### config.mk
export PLATFORM = sky130hd
export DESIGN_NAME = inst_encoder
export DESIGN_NICKNAME = d
export VERILOG_FILES = /design/src/rtl/inst_encoder_pkg.sv /design/src/rtl/enc_fifo2.sv /design/src/rtl/inst_encoder.sv
export SDC_FILE = /design/constraint.sdc
export NUM_CORES = 1
export LEC_CHECK = 0
export BUFFER_PORTS_ARGS = -buffer_cell sky130_fd_sc_hd__buf_4
export CAP_MARGIN = 10
export CORE_AREA = 2 2 102 104
export DETAILED_ROUTE_END_ITERATION = 10
export DIE_AREA = 0 0 104 106
export PLACE_DENSITY = 0.75
export SETUP_SLACK_MARGIN = 0.5
export SLEW_MARGIN = 5
export SYNTH_ARGS = -nofsm -noshare
export SYNTH_HDL_FRONTEND = slang
export SYNTH_SLANG_ARGS = --single-unit
export TNS_END_PERCENT = 5
### constraint.sdc
create_clock -name clk -period 2.9 [get_ports clk]
set_input_delay 0.145 -clock clk [delete_from_list [all_inputs] [get_ports clk]]
set_output_delay 0.145 -clock clk [all_outputs]
set_load 0.05 [all_outputs]
### src/rtl/inst_encoder_pkg.sv
// Shared encoder definitions: format codes, NOP, immediate limits.
// Also hosts the pack/check helpers and the immediate generator.
package inst_encoder_pkg;

  typedef enum logic [2:0] {
    FMT_I    = 3'd0,
    FMT_S    = 3'd1,
    FMT_B    = 3'd2,
    FMT_JAL  = 3'd3,
    FMT_U    = 3'd4,
    FMT_JALR = 3'd5
  } fmt_e;

  localparam logic [31:0] NOP = 32'h0000_0013;
  localparam int ENC_W = 33;

  localparam int IMM12_MIN = -2048;
  localparam int IMM12_MAX = 2047;
  localparam int IMM13_MIN = -4096;
  localparam int IMM13_MAX = 4094;
  localparam int IMM21_MIN = -1048576;
  localparam int IMM21_MAX = 1048574;

  function automatic logic imm_bad(
    input logic [2:0]  sel,
    input logic [31:0] imm
  );
    logic signed [31:0] v;
    logic bad;
    v = imm;
    case (sel)
      FMT_I, FMT_S:
        bad = (v < IMM12_MIN) || (v > IMM12_MAX);
      FMT_JALR:
        bad = (v < IMM12_MIN) || (v > IMM12_MAX)
              || imm[0];
      FMT_B:
        bad = (v < IMM13_MIN) || (v > IMM13_MAX)
              || imm[0];
      FMT_JAL:
        bad = (v < IMM21_MIN) || (v > IMM21_MAX)
              || imm[0];
      FMT_U:
        bad = imm[11:0] != 12'd0;
      default:
        bad = 1'b1;
    endcase
    return bad;
  endfunction

  function automatic logic [31:0] pack(
    input logic [2:0]  sel,
    input logic [31:0] imm,
    input logic [6:0]  op,
    input logic [4:0]  rd,
    input logic [4:0]  rs1,
    input logic [4:0]  rs2,
    input logic [2:0]  f3
  );
    logic [31:0] w;
    case (sel)
      FMT_I, FMT_JALR:
        w = {imm[11:0], rs1, f3, rd, op};
      FMT_S:
        w = {imm[11:5], rs2, rs1, f3,
             imm[4:0], op};
      FMT_B:
        w = {imm[12], imm[10:5], rs2, rs1, f3,
             imm[4:1], imm[11], op};
      FMT_JAL:
        w = {imm[20], imm[10:1], imm[11],
             imm[19:12], rd, op};
      FMT_U:
        w = {imm[31:12], rd, op};
      default:
        w = 32'd0;
    endcase
    return w;
  endfunction

  // Recovers the sign-extended immediate from an encoded word.
  function automatic logic [31:0] imm_gen(
    input logic [2:0]  sel,
    input logic [31:0] w
  );
    logic [31:0] imm;
    case (sel)
      FMT_I, FMT_JALR:
        imm = {{20{w[31]}}, w[31:20]};
      FMT_S:
        imm = {{20{w[31]}}, w[31:25], w[11:7]};
      FMT_B:
        imm = {{20{w[31]}}, w[7], w[30:25],
               w[11:8], 1'b0};
      FMT_JAL:
        imm = {{12{w[31]}}, w[19:12], w[20],
               w[30:21], 1'b0};
      FMT_U:
        imm = {w[31:12], 12'd0};
      default:
        imm = 32'd0;
    endcase
    return imm;
  endfunction

endpackage

### src/rtl/enc_fifo2.sv
// Two-entry output FIFO for encoded words.
// The head entry is presented combinationally on data.
module enc_fifo2
  import inst_encoder_pkg::*;
(
  input  logic             clk,
  input  logic             rst_n,
  input  logic             push,
  input  logic [ENC_W-1:0] push_data,
  input  logic             pop,
  output logic             valid,
  output logic             full,
  output logic [ENC_W-1:0] data
);

  logic [ENC_W-1:0] mem [2];
  logic             wr_ptr;
  logic             rd_ptr;
  logic [1:0]       count;
  logic             do_push;
  logic             do_pop;

  assign valid   = count != 2'd0;
  assign full    = count == 2'd2;
  assign do_pop  = pop && valid;
  // A pop frees the head slot, so a full FIFO can still take a push.
  assign do_push = push && (!full || do_pop);
  assign data    = mem[rd_ptr];

  always_ff @(posedge clk) begin
    if (!rst_n) begin
      wr_ptr <= 1'b0;
      rd_ptr <= 1'b0;
      count  <= 2'd0;
    end else begin
      if (do_push) begin
        mem[wr_ptr] <= push_data;
        wr_ptr      <= ~wr_ptr;
      end
      if (do_pop)
        rd_ptr <= ~rd_ptr;
      count <= count + {1'b0, do_push}
                     - {1'b0, do_pop};
    end
  end

endmodule

### src/rtl/inst_encoder.sv
// RISC-V immediate/field encoder: S1 check+pack register
// feeding a two-entry output FIFO.
module inst_encoder
  import inst_encoder_pkg::*;
(
  input  logic        clk,
  input  logic        rst_n,
  input  logic        in_valid,
  output logic        in_ready,
  input  logic [2:0]  in_sel,
  input  logic [31:0] in_imm,
  input  logic [6:0]  in_opcode,
  input  logic [4:0]  in_rd,
  input  logic [4:0]  in_rs1,
  input  logic [4:0]  in_rs2,
  input  logic [2:0]  in_funct3,
  output logic        out_valid,
  input  logic        out_ready,
  output logic [31:0] out_inst,
  output logic        out_err,
  output logic [7:0]  err_cnt
);

  logic             s1_valid;
  logic [ENC_W-1:0] s1_data;
  logic [ENC_W-1:0] entry;
  logic [ENC_W-1:0] head;
  logic             fifo_valid;
  logic             fifo_full;
  logic             pop;
  logic             s1_move;
  logic             accept;
  logic             bad;

  assign pop      = out_valid && out_ready;
  assign s1_move  = s1_valid && (!fifo_full || pop);
  assign in_ready = rst_n && (!s1_valid || s1_move);
  assign accept   = in_valid && in_ready;

  always_comb begin
    bad   = imm_bad(in_sel, in_imm);
    entry = {1'b1, NOP};
    if (!bad)
      entry = {1'b0, pack(in_sel, in_imm, in_opcode,
                          in_rd, in_rs1, in_rs2,
                          in_funct3)};
  end

  always_ff @(posedge clk) begin
    if (!rst_n) begin
      s1_valid <= 1'b0;
      s1_data  <= '0;
      err_cnt  <= 8'd0;
    end else begin
      if (accept) begin
        s1_valid <= 1'b1;
        s1_data  <= entry;
      end else if (s1_move) begin
        s1_valid <= 1'b0;
      end
      if (pop && head[ENC_W-1] && err_cnt != 8'hFF)
        err_cnt <= err_cnt + 8'd1;
    end
  end

  enc_fifo2 u_fifo (
    .clk       (clk),
    .rst_n     (rst_n),
    .push      (s1_move),
    .push_data (s1_data),
    .pop       (pop),
    .valid     (fifo_valid),
    .full      (fifo_full),
    .data      (head)
  );

  // Outputs read as idle/zero whenever the head is empty or reset is held.
  assign out_valid = rst_n && fifo_valid;
  assign out_inst  = out_valid ? head[31:0] : 32'd0;
  assign out_err   = out_valid && head[ENC_W-1];

endmodule

==> results of run 1 <==
==> worst min-delay path by stage <==
stage,from,endpoint,depth (start not counted)
floorplan,in_valid,s1_valid$_SDFFE_PN0P_,1
global placement,in_valid,s1_valid$_SDFFE_PN0P_,2
detailed placement,in_valid,s1_valid$_SDFFE_PN0P_,2
CTS,in_rd[1],s1_data[8]$_SDFFE_PN0P_,5
global route,in_imm[7],s1_data[27]$_SDFFE_PN0P_,4
finish,in_rd[1],s1_data[8]$_SDFFE_PN0P_,5
==> cell type report <==
type	count	area, sq um	share of cell area
timing repair buffer	132	1030	0.147
multi-input combinational	338	2270	0.322
inverter	6	22.5	0.00320
sequential	113	2920	0.415
clock inverter	10	155	0.0220
clock buffer	22	473	0.0671
tap	136	170	0.0242
==> per-layer routing <==
metal | global-route usage | wire length [um] | vias to the layer above
met2 | 0.387 | 6260 | 158
li1 | - | - | 2080
met4 | 0.0792 | 165 | 0
met5 | 0 | 0 | -
met1 | 0.317 | 5800 | 2029
met3 | 0.0595 | 721 | 17
==> cells in the mapped netlist (6+ instances only) <==
cell      count  area (sq um)
edfxtp_1     66          1980
dfxtp_1      47           941
nor2_1       42           158
mux2i_1      37           370
nand2_1      33           124
nand3_1      23           115
a22oi_1      21           158
o21ai_2      20           175
nor2b_1      18           113
o21ai_0      18          90.1
clkbuf_1     17          63.8
a21oi_1      14          70.1
nand4_1      13          81.3
and2_1       11          68.8
buf_2         8          40.0
nor4_1        8          50.1
buf_1         7          26.3
xnor2_1       7          61.3
a21o_1        6          45.0
a32o_1        6          60.1
==> metrics by stage <==
step	instance area [sq um]	utilization	worst slack, ps	instances
2_1_floorplan	5360	-	841	491
3_3_place_gp	6220	0.622	742	705
3_5_place_dp	6220	0.622	695	705
4_1_cts	7020	0.702	586	754
5_1_grt	7040	0.704	609	757
6_report	7040	0.704	732	757
==> registers in the layout (all words and copies together) (netlist names), named ones only <==
| signal | cells |
|---|---|
| u_fifo.count | 2 |
| u_fifo.rd_ptr | 1 |
| s1_data | 33 |
| u_fifo.mem | 66 |
| s1_valid | 1 |
| err_cnt | 8 |
| u_fifo.wr_ptr | 1 |
==> cell families after synthesis <==
family,count (synthesis),synth area share
and+or+nand+nor,165,0.155
AOI/OAI and AO/OA,123,0.174
DFF,113,0.546
buffers and inverters,40,0.0327
muxes,38,0.0713
xor gates and xnor gates,9,0.0147
adders and majority gates,3,0.00701
==> worst max-delay path: stages <==
cell,delay [ps]
dlygate4sd3_1,520
buf_4,210
buf_4,370
o21ai_2,100
buf_4,250
nor2_1,180
buf_4,220
==> repair_timing <==
action / in CTS / in global routing
setup endpoints to repair: 0 / 2
resized for setup: 0 / 1
setup buffers: 0 / 3
hold buffers: 17 / 0
endpoints found under the hold margin: 22 / 0
==> power by group through the flow <==
| stage | clock network (W) | registers (W) | logic, W |
|---|---|---|---|
| floorplan | 0 | 0.00181 | 0.000530 |
| global placement | 0 | 0.00181 | 0.000772 |
| detailed placement | 0 | 0.00182 | 0.000785 |
| CTS | 0.00217 | 0.00179 | 0.000813 |
| global route | 0.00225 | 0.00179 | 0.000871 |
| finish | 0.00215 | 0.00179 | 0.000815 |
==> impl_metrics.toml, run 1 <==
[synth]
seq_area_frac_synth = 0.546
async_flop_share = 0
synth_fp_nets = 558
yosys_warnings = 0
syn-cell-area_sq_um = 5360
synth-edff-count = 66
netlist-cell-type-count = 52
synth-main-ff-cell = "edfxtp_1"
syn_area_per_cell_sq_um = 10.9
netlist_instances = 491
ys_ff_latch = 113

[setup_path]
reg2reg_from = "u_fifo.count[0]$_SDFF_PN0_"
cp_data_required_time_ps = 2760
cp.arrival_ps = 2020
crit_path_start = "rst_n"
reg2reg_depth = 6
critPathCaptureType = "output pin"
startpoint_type = "primary input"
endpoint = "out_inst[8]"
rr_endpoint = "s1_data[0]$_SDFFE_PN0P_"
ff2ff_setup_slack_ps = 740
cp_max_fo = 37
crit_type = "primary input to output pin"

[place]
place.gp.congestion = 0.864
portBuffers = 106
hpwl_um = 8440

[run_status]
status = "finished, final reports clean"

[sta]
setup_tns_ps = 0
report.final.slew_viol_count = 0
rsz0062_at_grt = "false"
finalHoldViolations = 0
clock_skew_ps = 7.71
period_minus_slack_ps = 2170
setup-violations-final = 0
max_slew_margin = 0.509
holdWs_ps = 24.3
tightest_slew_ps = 735
fmax_mhz = 461
finalCritPeriodShare = 0.748

[floorplan]
initial_core_util = 0.536
dieArea_sq_um = 11000
die_x_um = 104
core_region_area_sq_um = 10000
boundaryPins = 107
die_h_um = 106
num_rows = 37

[routing]
first_pass_iters = 7
wirelength_um = 12900
routed-via-count = 4284
drt-initial-drc-count = 240
routedWlPerCell_um = 17.1
antenna_left = 0
via_per_inst = 5.66
drc = 0

[final_layout]
num_antenna_cells = 0
final_net_count = 675
final_common_cell = "buf_4"
fillers = 718
drive_gt1_frac = 0.282
most-common-layout-cells = "115 x buf_4, 66 x edfxtp_1, 46 x dfxtp_1"
area_delta_synth_final_pct = 31.5

[pwr]
p_int_w = 0.00353
comb_power_share = 0.171
pwr-share-seq = 0.376
swShare = 0.257
p_leak_nw = 2.70
power_density_nw_per_um2 = 675
p_clk_frac = 0.452
peakVddDrop_v = 0.000414
total_power_w = 0.00476
power_switching_w = 0.00122

[global_route]
grt_start_max_net_pins = 61
grt_pass1_vias = 4102
track_usage = 0.239
grt_antenna_before_repair = 0
overflow = 0
grt_first_pass_wirelength_um = 20700

[clock_network]
clk_root_buffer_cell = "clkbuf_8"
htreeDepth = 4
cts.clk_slew.worst_paths_ps = 50
clock_sink_count = 113
clock_latency_ps = 510
clockBufferDepth = 2
tritoncts = "built"
cts_made_buffers = 17

[job]
maxCapViolCount = 0

[min_path]
min_path_type = "primary input to flop"
Note: power is estimated with default switching activity, not from simulation.
==> inputs of run 2 (changes only) <==
- CORE_AREA: 2 2 102 104 -> 2 2 107 109
- DIE_AREA: 0 0 104 106 -> 0 0 109 111
- PLACE_DENSITY: 0.75 -> 0.71
- clock period: 2.9 -> 1.8 ns (I/O delays scaled with it)
==> run 2 against run 1 <==
Setup slack lost 580 ps. Global-route usage grew 0.56 points. Sequential share of layout area shrank 2.2 points. Wire length grew 8.7%. Via count grew 4.5%. Final cell count grew 3.7%. Largest power group unchanged. Highest routed layer unchanged.
==> impl_metrics.toml, run 2 (synthesis gave the netlist of run 1 again) <==
[global_route]
grt_start_max_net_pins = 48
grt_pass1_vias = 4399
track_usage = 0.245
grt_first_pass_wirelength_um = 22700
overflow = 0
grt_antenna_before_repair = 0

[routing]
routed-via-count = 4478
via_per_inst = 5.70
wirelength_um = 14100
antenna_left = 0
drt-initial-drc-count = 369
drc = 0
routedWlPerCell_um = 17.9
first_pass_iters = 6

[setup_path]
crit_path_start = "u_fifo.count[0]$_SDFF_PN0_"
crit_type = "flop to flop"
rr_endpoint = "s1_data[3]$_SDFFE_PN0P_"
critPathCaptureType = "flop"
cp_max_fo = 9
cp.arrival_ps = 1940
reg2reg_depth = 6
ff2ff_setup_slack_ps = 150
cp_data_required_time_ps = 2090
startpoint_type = "flop"
cp_cell_sequence = "and4bb_1, and3b_2, o211ai_1, a21oi_4, buf_6, a32o_1"
reg2reg_from = "u_fifo.count[0]$_SDFF_PN0_"
slowest_stage = "dfxtp_4"
max_stage_delay_ps = 360

[final_layout]
regMostFlops = "u_fifo.mem"
fillers = 802
largest_reg_flops = 66
layoutNonFillerInstCount = 785
multi_input_area_sq_um = 2490
drive_gt1_frac = 0.389
final_common_cell = "buf_4"
post-route-util = 0.678
area_delta_synth_final_pct = 40.2
num_antenna_cells = 0
regArea_sq_um = 2950
most-common-layout-cells = "130 x buf_4, 66 x edfxtp_1, 38 x dfxtp_1"
final_net_count = 696
top_regs = "u_fifo.mem x66, s1_data x33, err_cnt x8"

[sta]
setup-violations-final = 0
setup_tns_ps = 0
tightest_slew_ps = 462
period_minus_slack_ps = 1650
report.final.slew_viol_count = 0
finalHoldViolations = 0
fmax_mhz = 607
max_slew_margin = 0.692
clock_skew_ps = 12.2
finalCritPeriodShare = 0.915
rsz0062_at_grt = "true"

[clock_network]
cts.clk_slew.worst_paths_ps = 50
clockBufferDepth = 2
tritoncts = "built"
clk_root_buffer_cell = "clkbuf_16"
clock_latency_ps = 400
cts_made_buffers = 17
clock_sink_count = 113
htreeDepth = 4

[floorplan]
core_region_area_sq_um = 11100
num_rows = 39
boundaryPins = 107
initial_core_util = 0.483
die_x_um = 109
die_h_um = 111
dieArea_sq_um = 12100

[place]
place.gp.congestion = 0.860
hpwl_um = 9260
post-place-cells = 725
portBuffers = 106

[min_path]
holdPathEnd = "s1_data[9]$_SDFFE_PN0P_"
min-delay-start = "in_rd[2]"
min_path_type = "primary input to flop"
holdPathStages = 3

[pwr]
total_power_w = 0.00780
peakVddDrop_v = 0.000638
power_density_nw_per_um2 = 1040
p_leak_nw = 2.82

[run_status]
status = "finished, final reports clean"

[job]
maxCapViolCount = 0
-- run 2: cell count changes in the layout (fill, tap and decap cells not counted), sizes merged --
cell and delta:
dlygate4sd3 -5, nand2 +3, clkinv +4, buf +23, clkbuf -3, clkinvlp -1
-- run 2: final cells by class --
cell class | count | area share
well taps | 143 | 0.0238
repair buffers | 150 | 0.167
clock buffers | 19 | 0.0577
clock inverters | 13 | 0.0223
flip-flops and latches | 113 | 0.394
inverters | 6 | 0.00300
multi-input cells | 341 | 0.332
-- run 2: where the power goes --
| group | leakage (nW) | switching [W] | internal (W) |
|---|---|---|---|
| registers | 1.03 | 0.0000668 | 0.00283 |
| logic | 1.50 | 0.000925 | 0.000620 |
| clock network | 0.293 | 0.00107 | 0.00229 |
| total | 2.82 | 0.00206 | 0.00573 |
-- run 2: timing repair --
action	CTS	global route
gates resized for setup	20	3
cloned	4	0
hold endpoints to repair	13	0
hold buffers	12	0
endpoints found under the setup margin	144	144
buffers inserted	11	1
pin swaps	15	11
-- run 2: worst max path at each step --
stage | to | cells after the start
3_3_place_gp | s1_data[22]$_SDFFE_PN0P_ | 7
5_1_grt | s1_data[22]$_SDFFE_PN0P_ | 7
4_1_cts | s1_data[29]$_SDFFE_PN0P_ | 7
2_1_floorplan | s1_data[27]$_SDFFE_PN0P_ | 7
6_report | s1_data[3]$_SDFFE_PN0P_ | 6
3_5_place_dp | s1_data[22]$_SDFFE_PN0P_ | 7
-- run 2: per-stage QoR --
step                      instance area [sq um]  hold WS (ps)  setup WS [ps]
after floorplan                            5510           214            193
after global placement                     6530           324          -8.60
after detailed placement                   6530           326          -64.8
after CTS                                  7490          9.89            165
after global routing                       7510          46.0           82.2
final                                      7510          51.2            154
-- run 2: per-layer routing --
metal  up-vias  share of wire  global-route usage  wire, um
li1       2136              -                   -         -
met1      2149           0.41               0.325      5810
met2       175           0.51               0.396      7200
met3        18          0.061              0.0488       862
met4         0          0.015              0.0880       205
met5         -              0                   0         0
-- run 2: worst max-delay path: cells and delay by family (launching register included) --
kind	cells	cell delay, ps
DFF	1	360
and+or+nand+nor	2	520
AOI/OAI and AO/OA	3	490
buffers and inverters	1	160
==> inputs of run 3 (changes only) <==
- MAX_ROUTING_LAYER: default -> met4
==> run 3 against run 2 <==
Hold slack lost 23 ps. Clock-buffer cell count unchanged. Design area increased by 0.37%. Utilization increased by 0.25 points. Final cell count down 0.51%. Non-clock buffer count down 2. Via count decreased by 0.56%.
==> impl_metrics.toml, run 3 (synthesis gave the netlist of run 1 again) <==
[run_status]
status = "finished, final reports clean"

[place]
portBuffers = 106
hpwl_um = 9130
dp_slack_ps = -60.8
place.gp.congestion = 0.837

[pwr]
power_switching_w = 0.00213
peakVddDrop_v = 0.000667
p_leak_nw = 2.84
swShare = 0.259
power_density_nw_per_um2 = 1090
pwr-share-seq = 0.352
p_clk_frac = 0.464
p_int_w = 0.00610
comb_power_share = 0.184

[final_layout]
most-common-layout-cells = "127 x buf_4, 66 x edfxtp_1, 38 x dfxtp_1"
largest_reg_flops = 66
top_regs = "u_fifo.mem x66, s1_data x33, err_cnt x8"
final_net_count = 692
final_common_cell = "buf_4"
regMostFlops = "u_fifo.mem"
post-route-util = 0.680
area_delta_synth_final_pct = 40.7
drive_gt1_frac = 0.386
num_antenna_cells = 0

[sta]
tightest_slew_ps = 453
period_minus_slack_ps = 1690
setup-violations-final = 0
clock_skew_ps = 7.43
max_slew_margin = 0.698
report.final.slew_viol_count = 0
finalCritPeriodShare = 0.939
worst_slack_ps = 111
finalHoldViolations = 0
fmax_mhz = 592
rsz0062_at_grt = "true"

[setup_path]
reg2reg_from = "u_fifo.count[0]$_SDFF_PN0_"
cp_max_fo = 5
crit_path_start = "u_fifo.count[0]$_SDFF_PN0_"
cp_data_required_time_ps = 2090
startpoint_type = "flop"
crit_type = "flop to flop"
cp.arrival_ps = 1980
critPathCaptureType = "flop"

[clock_network]
htreeDepth = 4
clockBufferDepth = 2
cts.clk_slew.worst_paths_ps = 50
cts_made_buffers = 17
clock_latency_ps = 410
clock_sink_count = 113
tritoncts = "built"
clk_root_buffer_cell = "clkbuf_16"

[floorplan]
boundaryPins = 107
die_x_um = 109
die_h_um = 111
core_region_area_sq_um = 11100
dieArea_sq_um = 12100
initial_core_util = 0.483
num_rows = 39

[routing]
routedWlPerCell_um = 18.0
drc = 0
via_per_inst = 5.70
first_pass_iters = 5
antenna_left = 0
drt-initial-drc-count = 283
wirelength_um = 14100
routed-via-count = 4453

[global_route]
track_usage = 0.242
grt_antenna_before_repair = 0
use_met2 = 0.357
met3_usage = 0.0576
met1_usage = 0.325
busiest_layer = "met2"
grt_pass1_vias = 4253
grt_first_pass_wirelength_um = 21800
overflow = 0
grt_start_max_net_pins = 48

[min_path]
min_path_type = "primary input to flop"
min-delay-start = "in_imm[6]"

[job]
maxCapViolCount = 0
## run 3: repair_timing
action / in CTS / in global routing
pin swaps: 1 / 12
gates resized for setup: 5 / 12
hold buffers: 12 / 0
setup endpoints to repair: 144 / 144
gates cloned: 0 / 3
endpoints found under the hold margin: 13 / 0
buffers inserted: 4 / 5
## run 3: worst paths after layout
check	end	slack [ps]	depth (start not counted)
worst max-delay path	s1_data[5]$_SDFFE_PN0P_	110	7
worst min-delay path	s1_data[26]$_SDFFE_PN0P_	30	3
worst max register to register	s1_data[5]$_SDFFE_PN0P_	110	7
worst min register to register	u_fifo.mem[0][30]$_DFFE_PP_	450	0
## run 3: through the flow
step	instances	hold WS, ps	instance area (sq um)	power (W)	TNS, ps
after floorplan	491	214	5510	0.00384	0
after global placement	725	324	6530	0.00430	-18.7
after detailed placement	725	325	6530	0.00433	-551
after CTS	773	5.96	7390	0.00821	0
after global routing	781	34.8	7530	0.00849	0
final	781	27.8	7530	0.00823	0
## run 3: worst max-delay path, cell delays in order, from the launching register on
cell and delay (ps):
dfxtp_4 360, and4bb_1 290, and3b_2 220, o211ai_1 140
a21oi_4 60, buf_12 160, buf_8 130, a32o_1 210
## run 3: cell type report
class,instances,area (sq um)
tap,143,179
sequential,113,2950
clock inverter,13,230
inverter,6,22.5
fill,800,3540
multi-input combinational,339,2440
clock buffer,19,453
timing repair buffer,148,1260
## run 3: power groups by stage
stage               combinational, W  clock (W)  sequential (W)
floorplan                   0.000917          0         0.00292
global placement             0.00137          0         0.00293
detailed placement           0.00139          0         0.00294
CTS                          0.00147    0.00385         0.00289
global route                 0.00161    0.00397         0.00291
finish                       0.00152    0.00382         0.00290
## run 3: per-layer routing
layer / vias up / wire length [um]
met5: - / 0
met4: 0 / 201
met3: 14 / 868
met2: 180 / 6960
met1: 2138 / 6040
li1: 2121 / -
